File: src/rtl/adder_pkg.sv
// Shared definitions for the pipelined adder/accumulator: mode encoding and result sizing.
package adder_pkg;

    typedef enum logic {
        MODE_ADD = 1'b0,
        MODE_ACC = 1'b1
    } mode_e;

    // Packed result layout is {valid, carry, sum[WIDTH-1:0]}.
    localparam int unsigned RESULT_CTRL_BITS = 2;

    function automatic int unsigned result_width(input int unsigned width);
        return width + RESULT_CTRL_BITS;
    endfunction

endpackage

File: src/rtl/pipe_delay.sv
// Synchronous-reset delay line for a packed result whose MSB is the valid bit.
// Data bits only load on valid slots; the valid bit always shifts. DEPTH=0 is a wire.
module pipe_delay #(
    parameter int unsigned WIDTH_D = 10,
    parameter int unsigned DEPTH   = 1
) (
    input  logic               clock,
    input  logic               reset,
    input  logic [WIDTH_D-1:0] in_data,
    output logic [WIDTH_D-1:0] out_data
);

    if (DEPTH == 0) begin : g_pass
        assign out_data = in_data;
    end else begin : g_pipe
        logic [WIDTH_D-1:0] stage_q [DEPTH];
        logic [WIDTH_D-1:0] stage_d [DEPTH];

        function automatic logic [WIDTH_D-1:0] advance(input logic [WIDTH_D-1:0] src,
                                                       input logic [WIDTH_D-1:0] cur);
            return src[WIDTH_D-1] ? src : {1'b0, cur[WIDTH_D-2:0]};
        endfunction

        always_comb begin
            stage_d[0] = advance(in_data, stage_q[0]);
            for (int unsigned i = 1; i < DEPTH; i++) begin
                stage_d[i] = advance(stage_q[i-1], stage_q[i]);
            end
        end

        always_ff @(posedge clock) begin
            if (reset) begin
                for (int unsigned i = 0; i < DEPTH; i++) begin
                    stage_q[i] <= '0;
                end
            end else begin
                stage_q <= stage_d;
            end
        end

        assign out_data = stage_q[DEPTH-1];
    end

endmodule

File: src/rtl/pipelined_add_accumulator.sv
// Fixed-latency unsigned adder / running-sum accumulator with valid tagging.
// Optional build macro SATURATE_EN clamps overflowing results (and acc) to all-ones.
module pipelined_add_accumulator
    import adder_pkg::*;
#(
    parameter int unsigned WIDTH  = 64,
    parameter int unsigned STAGES = 2
) (
    input  logic             clock,
    input  logic             reset,
    input  logic             in_valid,
    input  logic [WIDTH-1:0] in_a,
    input  logic [WIDTH-1:0] in_b,
    input  logic             in_mode,
    input  logic             in_clear,
    output logic             out_valid,
    output logic [WIDTH-1:0] out_sum,
    output logic             out_carry,
    output logic [WIDTH-1:0] acc_value
);

    typedef struct packed {
        logic             valid;
        logic             carry;
        logic [WIDTH-1:0] sum;
    } result_t;

    localparam int unsigned RES_W = result_width(WIDTH);

    result_t          s1_q, s1_d;
    result_t          out_res;
    logic [WIDTH-1:0] acc_q, acc_d;
    logic [WIDTH-1:0] base;
    logic [WIDTH-1:0] addend;
    logic [WIDTH:0]   wide;
    logic [WIDTH-1:0] sum;
    logic             carry;
    logic             is_acc;

    always_comb begin
        is_acc = (mode_e'(in_mode) == MODE_ACC);
        base   = in_clear ? '0 : acc_q;
        addend = is_acc ? base : in_b;
        wide   = {1'b0, in_a} + {1'b0, addend};
        carry  = wide[WIDTH];
        sum    = wide[WIDTH-1:0];
`ifdef SATURATE_EN
        if (carry) begin
            sum = '1;
        end
`endif

        s1_d       = s1_q;
        s1_d.valid = in_valid;
        acc_d      = acc_q;
        if (in_valid) begin
            s1_d.carry = carry;
            s1_d.sum   = sum;
            if (is_acc) begin
                acc_d = sum;
            end else if (in_clear) begin
                acc_d = '0;
            end
        end
    end

    always_ff @(posedge clock) begin
        if (reset) begin
            s1_q  <= '0;
            acc_q <= '0;
        end else begin
            s1_q  <= s1_d;
            acc_q <= acc_d;
        end
    end

    pipe_delay #(
        .WIDTH_D (RES_W),
        .DEPTH   (STAGES - 1)
    ) u_delay (
        .clock    (clock),
        .reset    (reset),
        .in_data  (s1_q),
        .out_data (out_res)
    );

    assign out_valid = out_res.valid;
    assign out_sum   = out_res.sum;
    assign out_carry = out_res.carry;
    assign acc_value = acc_q;

endmodule
File: config.mk
export PLATFORM = sky130hd
export DESIGN_NAME = pipelined_add_accumulator
export DESIGN_NICKNAME = d
export VERILOG_FILES = /design/src/rtl/adder_pkg.sv /design/src/rtl/pipe_delay.sv /design/src/rtl/pipelined_add_accumulator.sv
export SDC_FILE = /design/constraint.sdc
export NUM_CORES = 1
export LEC_CHECK = 0
export BUFFER_PORTS_ARGS = -buffer_cell sky130_fd_sc_hd__buf_2
export CAP_MARGIN = 40
export CORE_MARGIN = 2
export CORE_UTILIZATION = 31
export CTS_CLUSTER_SIZE = 30
export DETAILED_ROUTE_END_ITERATION = 7
export PLACE_DENSITY = 0.52
export SETUP_SLACK_MARGIN = 0.2
export SLEW_MARGIN = 10
export SYNTH_ARGS = -nofsm -noshare
export SYNTH_HDL_FRONTEND = slang
export SYNTH_SLANG_ARGS = --single-unit
File: constraint.sdc
create_clock -name clock -period 8.6 [get_ports clock]
set_input_delay 0.86 -clock clock [delete_from_list [all_inputs] [get_ports clock]]
set_output_delay 0.86 -clock clock [all_outputs]
set_load 0.01 [all_outputs]
==> flow_summary.ini, run 1 <==
[sta]
finalSetupTns_ns = 0
slew_violations = 0
tightest_slew_ns = 0.865
setup_violations = 0
finalCritPeriodShare = 0.561
rsz0062_at_grt = false
worst_slack_ns = 3.77
skew_ns = 0.0294
relSlewSlack = 0.424
fmax_mhz = 207
layout_min_cycle_time_ns = 4.83
timing.hold.ws_ns = 0.467
hold_violations = 0

[die]
die_h_um = 197
core_area_um2 = 36600
ios = 263
dieArea_um2 = 38700
num_rows = 70
start_util = 0.315
die_w_um = 197

[setup_path]
worst_path_most_repeated_cell = a21o_1
crit_chain = buf_2 -> inv_2 -> buf_12 -> a21o_1 -> ha_1 -> a21oi_1 -> nand4b_1 -> a211oi_1 -> o22ai_1 -> o41ai_1 -> o21ai_0 -> nand2_1 -> a21o_1 -> nor3_1 -> a211o_1
required_ns = 8.95
worst_path_largest_cell_delay_ns = 0.85
worstPathMaxFanout = 31
timing.critical_path.buf_inv = 3
critPathCaptureType = register
critPathTopFamily = compound AO/OA/AOI/OAI gates
worst_ep_arrival_time_ns = 5.17
startpoint_type = primary input
worstSetupPathType = primary input to register
crit_path_top_delay_cell = o41ai_1

[synth]
synthesis.nets = 1567
synth_xor_area_frac = 0.0456
syn_area_per_cell_um2 = 8.45
ys_seq_elements = 196
synth_top_area_frac = 0.341
synth_most_common_cell = dfxtp_1
syn_inst = 1363
yosysUniqueCellTypes = 76
ys_top_cells_by_area = dfxtp_1, mux2i_1, ha_1
ys_seq_area_frac = 0.341
synth-adder-area-share = 0.0778
yosysTopAreaCell = dfxtp_1
synth_commonest_cells = dfxtp_1, nor2_1, nand2_1
dominantRegCellSynth = dfxtp_1
synth_compound_area_frac = 0.229
async_reset_ff_frac = 0
synth_top_family_by_area = compound AO/OA/AOI/OAI gates
synthMuxAreaShare = 0.0947
synth_warnings = 0
synth_edf_count = 0
netlist_area_um2 = 11500
synth_simple_gate_area_frac = 0.171

[clocking]
cts_hold_buf = 0
cts.clk_slew.worst_paths_ns = 0.08
clock-sinks = 196
cts-root-buf = clkbuf_16
cts-resized-gates = 0
worst_skew_pair.late_latency_ns = 0.47
htreeDepth = 4
clock_path_buffers = 2
postCtsSetupBuffers = 0
tritoncts = built
cts_buffers = 17

[finish]
final_core_util = 0.374
stdcell_area_um2 = 13700
n_fill_cell = 3802
area_growth_pct = 19.0
fin_nets = 1769
multiInputGateArea_um2 = 7130
final_cells = 2048
area.sequential_um2 = 3930
drive_gt1_frac = 0.209

[global_routing]
grt_max_degree = 105
antenna_found_initial = 5
grt_pass1_vias = 10300
grt_pass1_wl_um = 59900
overflow = 0
grt_use_total = 0.202

[placed_design]
hpwl_um = 30000
pre_cts_slack_ns = 3.27
dp_cells = 2014
port_buffers = 262
dpl_cell_area_um2 = 13100
gp_congestion = 0.900

[worst_hold_path]
hold_path_class = register to register

[detailed_routing]
wl_per_cell_um = 19.4
drtPass1Iterations = 5
viasPerCell = 5.30
first_iter_violations = 574
vias = 10900
ant_nets = 0
routed_wl_um = 39800
drc = 0

[power]
power_density_nw_per_um2 = 181
vdd_drop_max_uv = 152
leakagePower_nw = 6.12
finalPower_mw = 2.48

[outcome]
outcome = finished clean

[flow_run]
cap_violations = 0
cell type report:
| type | instances | area share |
|---|---|---|
| Multi-Input combinational cell | 1060 | 0.520 |
| Antenna cell | 2 | 0.000365 |
| Tap cell | 468 | 0.0427 |
| Sequential cell | 196 | 0.287 |
| Timing Repair Buffer | 275 | 0.105 |
| Clock buffer | 19 | 0.0330 |
| Clock inverter | 13 | 0.00803 |
| Inverter | 15 | 0.00411 |
routing by layer:
layer	vias to the layer above	wire length, um	global-route usage
met5	-	29	0
met4	6	661	0.0565
met3	45	2720	0.0443
met2	378	18100	0.331
met1	5095	18300	0.267
li1	5331	-	-
registers in the layout, indices dropped and copies added (netlist names):
| signal | flops |
|---|---|
| s1_q | 66 |
| acc_value | 64 |
| u_delay.out_data | 66 |
cell usage in the layout, fill, tap and decap left out, drive strengths merged, types with 7 or more instances in the layout:
cell type / n
inv: 23
a21o: 37
o211ai: 7
a21oi: 80
xnor2: 29
nor2b: 10
ha: 70
a211oi: 14
dfxtp: 196
mux2i: 109
a22o: 17
o2bb2ai: 63
o21ai: 63
xor2: 31
nand2: 150
nor3b: 7
nand3: 17
buf: 275
nor2: 181
nor3: 16
clkbuf: 19
nor4: 7
a31oi: 7
o21bai: 8
o21a: 10
o22ai: 10
nand4: 21
a22oi: 27
nand2b: 8
worst min-delay path, delay by kind of cell, from the launching register on:
family          cells  cell delay (ns)
flops               1             0.32
compound gates      1             0.05
simple gates        1             0.05
worst paths after layout:
| check | startpoint | to | slack [ns] | cells past startpoint |
|---|---|---|---|---|
| min | acc_value[56] | acc_value[56] | 0.47 | 2 |
| max reg2reg | acc_value[0] | s1_q[32] | 4.58 | 15 |
| min reg2reg | acc_value[56] | acc_value[56] | 0.47 | 2 |
| max | in_mode | s1_q[55] | 3.77 | 15 |
power by group:
part | internal (mW) | switching [mW] | total (mW)
clock | 0.395 | 0.403 | 0.798
combinational | 0.255 | 0.394 | 0.649
sequential | 0.977 | 0.0520 | 1.03
cell families (layout without fill, tap and decap cells):
logic type | Yosys count | in the layout
AO/OA/AOI/OAI | 377 | 377
multiplexers | 109 | 109
other | 0 | 2
buffers and inverters | 107 | 322
AND/OR/NAND/NOR | 443 | 443
adder cells (fa/ha/maj) | 71 | 71
XOR/XNOR | 60 | 60
flip-flops | 196 | 196
Power figures use the tool's default switching activity.
==> inputs of run 2 (changes only) <==
--- a/config.mk
+++ b/config.mk
@@ -11,7 +11,7 @@
 export CORE_UTILIZATION = 31
 export CTS_CLUSTER_SIZE = 30
 export DETAILED_ROUTE_END_ITERATION = 7
-export PLACE_DENSITY = 0.52
+export PLACE_DENSITY = 0.54
 export SETUP_SLACK_MARGIN = 0.2
 export SLEW_MARGIN = 10
 export SYNTH_ARGS = -nofsm -noshare
==> constraint.sdc (replaced) <==
create_clock -name clock -period 3.9 [get_ports clock]
set_input_delay 0.39 -clock clock [delete_from_list [all_inputs] [get_ports clock]]
set_output_delay 0.39 -clock clock [all_outputs]
set_load 0.01 [all_outputs]
==> flow_summary.ini, run 2 (same netlist as run 1, synthesis figures left out) <==
[sta]
relSlewSlack = 0.445
skew_ns = 0.0114
setup_violations = 0
hold_violations = 0
rsz0062_at_grt = true
fmax_mhz = 285
slew_violations = 0
finalCritPeriodShare = 0.899
layout_min_cycle_time_ns = 3.51
tightest_slew_ns = 0.833

[worst_hold_path]
hold_path_class = primary input to register

[setup_path]
critPathCaptureType = register
worstSetupPathType = primary input to register
required_ns = 4.25
startpoint_type = primary input
worst_ep_arrival_time_ns = 3.86
worstPathMaxFanout = 21

[placed_design]
gp_congestion = 0.894
dpl_cell_area_um2 = 14400
hpwl_um = 32300
port_buffers = 262

[die]
ios = 263
dieArea_um2 = 38700
core_area_um2 = 36600
num_rows = 70
die_h_um = 197
start_util = 0.315
die_w_um = 197

[power]
vdd_drop_max_uv = 316
power_density_nw_per_um2 = 379
finalPower_mw = 5.72
leakagePower_nw = 6.94

[detailed_routing]
viasPerCell = 5.11
drtPass1Iterations = 5
first_iter_violations = 633
wl_per_cell_um = 18.6
routed_wl_um = 41200
ant_nets = 0
vias = 11300
drc = 0

[finish]
area_growth_pct = 30.8
layout_commonest_cell = buf_2
final_cell_mix = buf_2, dfxtp_1, nor2_1
stdcell_area_um2 = 15100
drive_gt1_frac = 0.290
fin_nets = 1932

[global_routing]
overflow = 0
grt_pass1_vias = 11100
grt_max_degree = 75
antenna_found_initial = 7
grt_use_total = 0.210
grt_pass1_wl_um = 63000

[clocking]
htreeDepth = 4
clock-sinks = 196
worst_skew_pair.late_latency_ns = 0.46
cts_buffers = 17
cts_hold_buf = 0
cts-root-buf = clkbuf_16
clock_path_buffers = 2
cts.clk_slew.worst_paths_ns = 0.08
tritoncts = built

[outcome]
outcome = finished clean

[flow_run]
cap_violations = 0
==> run 2: metal layers <==
metal  track usage  vias up  routed length [um]
met4        0.0482        8                 520
met1         0.277     5277               19000
li1              -     5664                   -
met5             0        -                  52
met3        0.0503       31                2510
met2         0.348      323               19100
==> run 2: worst paths after layout <==
check | start | to | slack [ns] | cells past startpoint
setup / recovery | in_mode | s1_q[37] | 0.39 | 16
hold reg to reg | acc_value[43] | acc_value[43] | 0.48 | 2
hold / removal | reset | u_delay.out_data[55] | 0.27 | 2
setup reg to reg | acc_value[0] | s1_q[46] | 0.43 | 15
==> run 2: area by class of cell <==
class	count	area (um2)
Antenna cell	3	7.51
Clock buffer	18	439
Clock inverter	13	115
Fill cell	3786	21500
Inverter	15	56.3
Multi-Input combinational cell	1060	7220
Sequential cell	196	3930
Tap cell	468	586
Timing Repair Buffer	438	2710
==> run 2: report_power, final <==
part / internal, mW / switching (mW)
sequential: 2.16 / 0.112
combinational: 0.774 / 0.935
clock: 0.854 / 0.886
==> run 2: worst max-delay path, stage by stage <==
cell       delay [ns]
buf_2            0.17
inv_2            0.09
buf_12           0.17
buf_12           0.15
o2bb2ai_1        0.13
ha_1             0.37
a21oi_1          0.23
o21a_1           0.17
o21ai_0          0.11
a211oi_1         0.45
nand2_1          0.16
a21oi_1          0.27
o21bai_1         0.15
a41oi_1          0.40
nor4_1           0.09
a311o_1          0.35
==> run 2: what timing repair did <==
action,4_1_cts,5_1_grt
buffers inserted,0,3
resized for setup,0,18
endpoints found under the hold margin,0,0
setup endpoints to repair,0,34
==> run 2: per-stage QoR <==
step / utilization / setup TNS (ns) / hold WS, ns / worst slack (ns) / std cells
floorplan: - / 0 / 0.441 / 0.258 / 1363
detailed placement: 0.393 / -1.14 / 0.471 / -0.141 / 2174
finish: 0.411 / 0 / 0.275 / 0.395 / 2211
global placement: 0.392 / -0.779 / 0.461 / -0.114 / 2173
global route: 0.411 / 0 / 0.261 / 0.175 / 2209
CTS: 0.408 / 0 / 0.247 / 0.212 / 2205
==> inputs of run 3 (changes only) <==
--- a/config.mk
+++ b/config.mk
@@ -5,13 +5,14 @@
 export SDC_FILE = /design/constraint.sdc
 export NUM_CORES = 1
 export LEC_CHECK = 0
+export ABC_AREA = 1
 export BUFFER_PORTS_ARGS = -buffer_cell sky130_fd_sc_hd__buf_2
 export CAP_MARGIN = 40
 export CORE_MARGIN = 2
 export CORE_UTILIZATION = 31
 export CTS_CLUSTER_SIZE = 30
 export DETAILED_ROUTE_END_ITERATION = 7
-export PLACE_DENSITY = 0.54
+export PLACE_DENSITY = 0.52
 export SETUP_SLACK_MARGIN = 0.2
 export SLEW_MARGIN = 10
 export SYNTH_ARGS = -nofsm -noshare
==> flow_summary.ini, run 3 <==
[sta]
layout_min_cycle_time_ns = 3.07
tightest_slew_ns = 0.895
fmax_mhz = 326
rsz0062_at_grt = false
finalCritPeriodShare = 0.786
skew_ns = 0.0149
slew_violations = 0
relSlewSlack = 0.403
hold_violations = 0
finalSetupTns_ns = 0
setup_violations = 0
timing.hold.ws_ns = 0.253

[die]
ios = 263
dieArea_um2 = 48000
start_util = 0.315
core_area_um2 = 45600
num_rows = 78
die_h_um = 219
die_w_um = 219

[worst_hold_path]
worstHoldStart = in_clear
hold_path_class = primary input to register
hold_end = acc_value[0]
hold_path_depth = 4

[setup_path]
r2r.worst_path.cells = 15
crit_path_top_delay_cell = a21oi_1
cp-startpoint = in_clear
worst_path_most_repeated_cell = nand2_1
regToRegStartpoint = acc_value[0]
r2r-end = s1_q[60]
worst_path_largest_cell_delay_ns = 0.34
startpoint_type = primary input
crit_chain = buf_2 -> inv_2 -> buf_12 -> buf_4 -> nand2_1 -> o21ai_0 -> ha_1 -> nand2_1 -> inv_2 -> nand2_1 -> inv_1 -> nand2_1 -> nand2_1 -> nand2_1 -> nand2_1 -> a21oi_1 -> nand2_1 -> nand2_1 -> nand3_1 -> nand2_1 -> a21oi_1
worstSetupPathType = primary input to register
required_ns = 4.25
r2r_slack_ns = 1.04
worst_ep_arrival_time_ns = 3.42
critPathCaptureType = register
worstPathMaxFanout = 51

[detailed_routing]
drc = 0
viasPerCell = 4.77
first_iter_violations = 1109
ant_nets = 0
vias = 15600
wl_per_cell_um = 17.4
drtPass1Iterations = 6
routed_wl_um = 56900

[synth]
synth_most_common_cell = nand2_1
ys_seq_elements = 196
async_reset_ff_frac = 0
synth_commonest_cells = nand2_1, inv_1, nor2_1
synth_top_area_frac = 0.273
yosysTopAreaCell = dfxtp_1
dominantRegCellSynth = dfxtp_1
netlist_area_um2 = 14400
syn_inst = 2462
synth_warnings = 0
yosysUniqueCellTypes = 38
ys_seq_area_frac = 0.273
syn_area_per_cell_um2 = 5.83
ys_top_cells_by_area = dfxtp_1, nand2_1, inv_1
synthesis.nets = 2666
synth_edf_count = 0

[power]
pwr-share-clk = 0.306
power_frac_comb = 0.306
leakagePower_nw = 9.19
intPower_mw = 3.59
swShare = 0.384
power_density_nw_per_um2 = 347
seqPwrFrac = 0.388
switchingPower_mw = 2.24
vdd_drop_max_uv = 237

[finish]
n_fill_cell = 5178
final_cell_mix = nand2_1, inv_1, buf_2
fin_nets = 2866
final_cells = 3276
area_growth_pct = 17.1
layout_commonest_cell = nand2_1
final_core_util = 0.369
drive_gt1_frac = 0.150

[placed_design]
port_buffers = 262
gp_congestion = 0.946
dp_cells = 3243
hpwl_um = 45200

[clocking]
cts-resized-gates = 0
cts.clk_slew.worst_paths_ns = 0.08
cts_buffers = 17
postCtsSetupBuffers = 0
cts-root-buf = clkbuf_16
clock-sinks = 196
cts_hold_buf = 0
clock_path_buffers = 2
tritoncts = built
worst_skew_pair.late_latency_ns = 0.51
htreeDepth = 4

[global_routing]
antenna_found_initial = 0
grt_use_total = 0.239
grt_pass1_vias = 15100
overflow = 0
grt_pass1_wl_um = 87000
grt_max_degree = 75

[flow_run]
cap_violations = 0

[outcome]
outcome = finished clean
[run 3: cell type report]
| type | count | area [um2] | area share |
|---|---|---|---|
| Tap cell | 600 | 751 | 0.0447 |
| Antenna cell | 1 | 2.50 | 0.000149 |
| Clock buffer | 17 | 425 | 0.0253 |
| Inverter | 389 | 1470 | 0.0874 |
| Clock inverter | 15 | 143 | 0.00849 |
| Timing Repair Buffer | 279 | 1490 | 0.0888 |
| Multi-Input combinational cell | 1779 | 8600 | 0.512 |
| Sequential cell | 196 | 3930 | 0.234 |
[run 3: worst max-delay path, delay by kind of cell]
family | cells | cell delay [ns]
AOI/OAI and AO/OA | 3 | 0.70
adders and majority gates | 1 | 0.32
buffers and inverters | 6 | 0.91
and+or+nand+nor | 11 | 1.06
[run 3: stage by stage]
step,total power [mW],instance area (um2),setup slack [ns]
2_1_floorplan,3.45,14400,0.853
3_3_place_gp,4.09,16200,0.315
3_5_place_dp,4.10,16200,0.294
4_1_cts,5.91,16800,0.849
5_1_grt,6.20,16800,0.655
6_report,5.83,16800,0.833
[run 3: metal layers]
metal / wire length, um / vias to the layer above / GRT usage
met5: 0 / - / 0
met1: 27300 / 7163 / 0.324
met3: 2320 / 58 / 0.0360
met4: 1310 / 0 / 0.0732
li1: - / 8078 / -
met2: 26000 / 342 / 0.391
[run 3: how the worst max path moves through the flow]
stage	end	slack, ns	cells after the start
6_report	acc_value[59]	0.83	21
5_1_grt	acc_value[59]	0.66	20
4_1_cts	acc_value[59]	0.85	20
3_5_place_dp	acc_value[59]	0.29	21
3_3_place_gp	acc_value[59]	0.32	21
2_1_floorplan	acc_value[32]	0.85	21
[run 3: cells by family (layout without fill, tap and decap cells)]
family	Yosys count	after routing	synth area share
AOI/OAI and AO/OA	379	379	0.146
buffers and inverters	487	700	0.128
DFF	196	196	0.273
and+or+nand+nor	1300	1300	0.373
adders and majority gates	71	71	0.0624
other	0	1	0
xor gates and xnor gates	29	29	0.0177
[run 3: power by group through the flow]
stage | registers (mW) | logic [mW] | clock network (mW)
after floorplan | 2.32 | 1.13 | 0
after global placement | 2.31 | 1.79 | 0
after detailed placement | 2.31 | 1.79 | 0
after CTS | 2.26 | 1.80 | 1.85
after global routing | 2.28 | 2.01 | 1.91
final | 2.26 | 1.79 | 1.78
